File: src/rtl/pwm_led_bank.sv
// pwm_led_bank: multi-channel static/breathe PWM LED driver sharing one period counter.
// Define PWM_LED_GAMMA_EN to add a registered gamma curve on the compare value.
module pwm_led_bank #(
    parameter int CHANNELS = 3,
    parameter int WIDTH    = 8,
    parameter int TICK_DIV = 48,
    parameter int FADE_DIV = 64,
    localparam int CW      = (CHANNELS > 1) ? $clog2(CHANNELS) : 1
) (
    input  logic                clk,
    input  logic                rst,
    input  logic                wr_valid,
    output logic                wr_ready,
    input  logic [CW-1:0]       wr_chan,
    input  logic                wr_mode,
    input  logic [WIDTH-1:0]    wr_duty,
    output logic [CHANNELS-1:0] pwm_out,
    output logic                period_start
);
    localparam int PW = (TICK_DIV > 1) ? $clog2(TICK_DIV) : 1;
    localparam int FW = (FADE_DIV > 1) ? $clog2(FADE_DIV) : 1;
    localparam logic [WIDTH-1:0] CNT_LAST = WIDTH'((2 ** WIDTH) - 2);

    logic [PW-1:0]                   presc_q, presc_d;
    logic [WIDTH-1:0]                cnt_q, cnt_d;
    logic [FW-1:0]                   fade_q, fade_d;
    logic                            pending_q, pending_d;
    logic [CW-1:0]                   chan_q, chan_d;
    logic                            pmode_q, pmode_d;
    logic [WIDTH-1:0]                duty_q, duty_d;
    logic [CHANNELS-1:0][WIDTH-1:0]  level_q, level_d, target_q, target_d;
    logic [CHANNELS-1:0]             mode_q, mode_d, dir_q, dir_d;
    logic [CHANNELS-1:0]             pwm_out_q, pwm_out_d;
    logic                            period_start_q, period_start_d;
    logic                            tick, boundary, fade_step;
`ifdef PWM_LED_GAMMA_EN
    logic [CHANNELS-1:0][WIDTH-1:0]  cmp_q, cmp_d;
    logic                            ps1_q;

    function automatic logic [WIDTH-1:0] cmp_fn(input logic [WIDTH-1:0] l);
        logic [2*WIDTH-1:0] w;
        w = {{WIDTH{1'b0}}, l};
        w = w * w + w;
        return w[2*WIDTH-1:WIDTH];
    endfunction
`endif

    assign pwm_out      = pwm_out_q;
    assign period_start = period_start_q;

    always_comb begin
        tick      = presc_q == PW'(TICK_DIV - 1);
        boundary  = tick && cnt_q == CNT_LAST;
        fade_step = boundary && fade_q == FW'(FADE_DIV - 1);
        presc_d   = tick ? '0 : presc_q + PW'(1);
        cnt_d     = boundary ? '0 : cnt_q + WIDTH'(tick);
        fade_d    = fade_step ? '0 : fade_q + FW'(boundary);
        wr_ready  = !pending_q && !rst;
        pending_d = pending_q && !boundary;
        chan_d    = chan_q;
        pmode_d   = pmode_q;
        duty_d    = duty_q;
        if (wr_valid && wr_ready) begin
            pending_d = 1'b1;
            chan_d    = wr_chan;
            pmode_d   = wr_mode;
            duty_d    = wr_duty;
        end
        level_d   = level_q;
        target_d  = target_q;
        mode_d    = mode_q;
        dir_d     = dir_q;
        pwm_out_d = '0;
`ifdef PWM_LED_GAMMA_EN
        cmp_d          = '0;
        period_start_d = ps1_q;
`else
        period_start_d = boundary;
`endif
        for (int i = 0; i < CHANNELS; i++) begin
            // a drained write wins over a fade step landing on the same boundary
            if (boundary && pending_q && chan_q == CW'(i)) begin
                level_d[i]  = pmode_q ? '0 : duty_q;
                target_d[i] = duty_q;
                mode_d[i]   = pmode_q;
                dir_d[i]    = 1'b0;
            end else if (fade_step && mode_q[i]) begin
                if (!dir_q[i] && level_q[i] < target_q[i])
                    level_d[i] = level_q[i] + WIDTH'(1);
                else if (dir_q[i] && level_q[i] != '0)
                    level_d[i] = level_q[i] - WIDTH'(1);
                else
                    dir_d[i] = !dir_q[i];
            end
`ifdef PWM_LED_GAMMA_EN
            cmp_d[i]     = cmp_fn(level_d[i]);
            pwm_out_d[i] = cnt_q < cmp_q[i];
`else
            pwm_out_d[i] = cnt_d < level_d[i];
`endif
        end
    end

    always_ff @(posedge clk) begin
        if (rst) begin
            presc_q        <= '0;
            cnt_q          <= '0;
            fade_q         <= '0;
            pending_q      <= 1'b0;
            chan_q         <= '0;
            pmode_q        <= 1'b0;
            duty_q         <= '0;
            level_q        <= '0;
            target_q       <= '0;
            mode_q         <= '0;
            dir_q          <= '0;
            pwm_out_q      <= '0;
            period_start_q <= 1'b0;
`ifdef PWM_LED_GAMMA_EN
            cmp_q          <= '0;
            ps1_q          <= 1'b0;
`endif
        end else begin
            presc_q        <= presc_d;
            cnt_q          <= cnt_d;
            fade_q         <= fade_d;
            pending_q      <= pending_d;
            chan_q         <= chan_d;
            pmode_q        <= pmode_d;
            duty_q         <= duty_d;
            level_q        <= level_d;
            target_q       <= target_d;
            mode_q         <= mode_d;
            dir_q          <= dir_d;
            pwm_out_q      <= pwm_out_d;
            period_start_q <= period_start_d;
`ifdef PWM_LED_GAMMA_EN
            cmp_q          <= cmp_d;
            ps1_q          <= boundary;
`endif
        end
    end
endmodule
File: config.mk
export PLATFORM = sky130hd
export DESIGN_NAME = pwm_led_bank
export DESIGN_NICKNAME = d
export VERILOG_FILES = /design/src/rtl/pwm_led_bank.sv
export SDC_FILE = /design/constraint.sdc
export NUM_CORES = 1
export LEC_CHECK = 0
export CAP_MARGIN = 0
export CORE_MARGIN = 3
export CORE_UTILIZATION = 60
export DETAILED_ROUTE_END_ITERATION = 12
export HOLD_SLACK_MARGIN = 0.06
export PLACE_DENSITY = 0.74
export SYNTH_ARGS = -nofsm -noshare
export SYNTH_HDL_FRONTEND = slang
export SYNTH_SLANG_ARGS = --single-unit
File: constraint.sdc
create_clock -name clk -period 6.5 [get_ports clk]
set_input_delay 1.3 -clock clk [delete_from_list [all_inputs] [get_ports clk]]
set_output_delay 1.3 -clock clk [all_outputs]
set_load 0.01 [all_outputs]
==> summary.txt <==
Clock tree
  • Clk root buf: clkbuf_8
  • Post-CTS sizing: 0
  • Clk slew on worst S/H paths: 100 ps
  • Htree depth: 3
  • CTS tree: yes
  • Hold Buf Count CTS: 0
  • Clk sinks: 90
  • Post-CTS setup repair buffer count: 0
  • Clk_lat worst skew: between 300 and 400 ps
  • Clock buffer count from CTS: 9
  • CTS max path bufs: 2

STA
  • Final Slew Violations: 0
  • Final setup viols: 0
  • Hold Slack: between 400 and 500 ps
  • Final period util: 59.3%
  • Rel. slew slack: between 30 and 40%
  • Maximum clock rate: 259 MHz
  • Final Critical Period: 3860 ps
  • Unrepaired setup endpoints after global routing: false
  • Slew @ Worst Pin: 979 ps
  • Final hold vios: 0
  • Fin Setup TNS: 0 ps
  • Worst Skew: 8.91 ps

Worst setup path
  • Reg2reg end: pwm_out[0]
  • Critical Path AT: 4160 ps
  • Origin of the critical flop-to-flop path: cnt_q[3]
  • Crit-path leading delay family: simple AND/OR/NAND/NOR gates
  • WP buf/inv: 1
  • Startpoint types: register
  • WS Path Type: register to register
  • Internal reg-to-reg setup slack: about 2600 ps
  • Slowest stage cell, crit path: or3_1
  • Critical-path cell list: nand4_1, nor2_2, nand2_2, clkinv_2, nand3_1, or3_1, mux2i_1, nor3_1, ha_1, a21o_1, a211o_1, nand4b_1, o22ai_1
  • CP Max Fanout: 28
  • CP endpoint kind: register
  • Crit-path max cell delay: around 440 ps
  • Worst path required time: 6800 ps
  • Reg2reg path depth: 13

Floorplan
  • Full die area: 0.0110 mm²
  • Die width: between 100 and 150 µm
  • Rows: 35
  • Core Box Area: about 0.0094 mm²
  • IO Count: 19
  • Die height: about 100 µm
  • Initial Util: 62.3%

Pwr
  • Pleak: approximately 2.4 nW
  • Peak supply drop: around 0.00012 V
  • Pwr dens: 182 mW/mm²

Run
  • Maxcap violations: 0

Detailed routing
  • DR vias: 5,478
  • Drt total wl: 16,000 µm
  • DRT iter0 DRCs: 400
  • Post-DRT Antenna Nets: 0
  • Drt drc: 0
  • 1st-pass router iterations: 7
  • WL per Instance: 18.3 µm
  • Vias per cell: 6.27

Yosys
  • FF+latch count, synth: 90
  • Prevailing post-synth register cell: dfxtp_1
  • Cell taking the most area after synthesis: dfxtp_1
  • Syn Area/Cell: 7.89 µm²
  • Synth Warn #: 0
  • Syn_nets: roughly 810
  • Post-synthesis cell type count: 70
  • Synth area leaders: dfxtp_1 (31%), ha_1 (12%), nand2_1 (6.9%)
  • Async set-reset flop share out of synthesis: 0%
  • Synthesized instance count: ~740
  • Top-count cell post-synth: nand2_1
  • Post-synth EDFFs: 0
  • Post-synth top area share: 30.8%
  • Seq/Total Area, Yosys: 30.8%
  • Synth cell count leaders: nand2_1 (108), dfxtp_1 (90), nor2_1 (60)
  • Syn Std Cell Area: 0.00584 mm²

Finish
  • Area grow syn2layout: 7.73%
  • Share of cells above drive strength 1: roughly 4.8%
  • Filler cells: between 800 and 900
  • Layout Nets: 807
  • Antenna Cells: 0
  • Seq. cell area: 0.00180 mm²
  • Area occupied by multi-input gates: 0.00376 mm²
  • Layout Cells excl Fill: 873

Hold path
  • WHS Endpoint: target_q[8]
  • Hold Crit Class: register to register
  • Min-Delay Path Depth: 2
  • Hold path start: target_q[8]

GRT
  • Total gr overflow: 0
  • Initial antenna violation count: 0
  • GRT Util Overall: 29.4%
  • Number of global-route vias before repair: 5,262
  • Largest net degree at the start of global routing: 56
  • First-pass GRT wire length: between 20,000 and 30,000 µm

Place
  • PortBufs: 18
  • Placed insts: approximately 860
  • RePlAce Congestion: 0.909
  • HPWL after DPL: 11,400 µm

Status
  • Status: finished clean
-- kinds of logic (layout without fill, tap and decap cells) --
group                    after synthesis  after routing  synth area share, %
AND/OR/NAND/NOR                      328            328                 28.2
AO/OA/AOI/OAI                        165            165                 19.2
XOR/XNOR                              19             19                 2.85
flip-flops                            90             90                 30.8
buffers and inverters                 70             73                 4.75
adder cells (fa/ha/maj)               54             54                 11.6
multiplexers                          15             15                 2.61
-- per-layer routing --
metal	wire [µm]	share of wire (%)	global-route usage, %
met5	0	0	0
met4	396	2.5	10.8
met3	1090	6.8	4.63
met2	7590	48	49.0
met1	6890	43	38.4
-- state kept, by name (all words and copies together) (netlist names) --
name          flops
presc_q           6
mode_q            3
target_q         24
period_start      1
dir_q             3
level_q          24
pending_q         1
pwm_out           3
cnt_q             8
duty_q            8
chan_q            2
fade_q            6
pmode_q           1
-- through the flow --
stage | cell area [µm²] | util, % | setup slack (ps) | power (mW)
floorplan | 5840 | - | 3370 | 0.658
global placement | 6060 | 64.7 | 2920 | 0.698
detailed placement | 6060 | 64.7 | 2790 | 0.702
CTS | 6290 | 67.2 | 2750 | 1.14
global route | 6290 | 67.2 | 2380 | 1.18
finish | 6290 | 67.2 | 2640 | 1.14
-- layout make-up --
cell class / instances / area share, %
Tap cell: 129 / 2.56
Sequential cell: 90 / 28.6
Timing Repair Buffer: 22 / 3.26
Clock buffer: 9 / 1.97
Clock inverter: 7 / 1.69
Multi-Input combinational cell: 581 / 59.8
Inverter: 35 / 2.11
-- cells in the final DEF (no fill, tap or decap), types with 7 or more instances in the layout --
| cell type | Yosys | final |
|---|---|---|
| or3_1 | 13 | 13 |
| nand2_1 | 108 | 108 |
| inv_1 | 33 | 33 |
| o31a_1 | 12 | 12 |
| a211oi_1 | 9 | 9 |
| xnor2_1 | 12 | 12 |
| and3_1 | 26 | 26 |
| nor2_1 | 60 | 60 |
| dfxtp_1 | 90 | 90 |
| a31oi_1 | 8 | 8 |
| a21oi_1 | 44 | 44 |
| o21ai_0 | 31 | 31 |
| and2_1 | 9 | 9 |
| nor3_1 | 37 | 37 |
| clkdlybuf4s50_1 | 0 | 17 |
| mux2i_1 | 13 | 13 |
| clkbuf_8 | 0 | 9 |
| nand3_1 | 19 | 19 |
| xor2_1 | 7 | 7 |
| nand2b_1 | 11 | 11 |
| ha_1 | 54 | 54 |
| nand4_1 | 8 | 8 |
-- tightest hold or removal path: cells and delay by family (launching register included) --
kind,cells,cell delay [ps]
AND/OR/NAND/NOR,1,50
AO/OA/AOI/OAI,1,50
flip-flops,1,320
-- report_power, final --
group          switching (mW)  leakage (nW)  internal [mW]
clock network           0.227         0.117          0.224
logic                  0.0560          1.59         0.0444
registers              0.0276         0.729          0.564
-- how the worst max path moves through the flow --
| stage | slack (ps) | to | cells past startpoint | startpoint |
|---|---|---|---|---|
| floorplan | 3370 | pwm_out[2] | 12 | level_q[22] |
| global placement | 2920 | pwm_out[2] | 14 | presc_q[0] |
| CTS | 2750 | pwm_out[0] | 14 | presc_q[0] |
| detailed placement | 2790 | pwm_out[0] | 14 | presc_q[0] |
| global route | 2380 | pwm_out[0] | 13 | cnt_q[3] |
| finish | 2640 | pwm_out[0] | 13 | cnt_q[3] |
(Power assumes the default switching activity.)
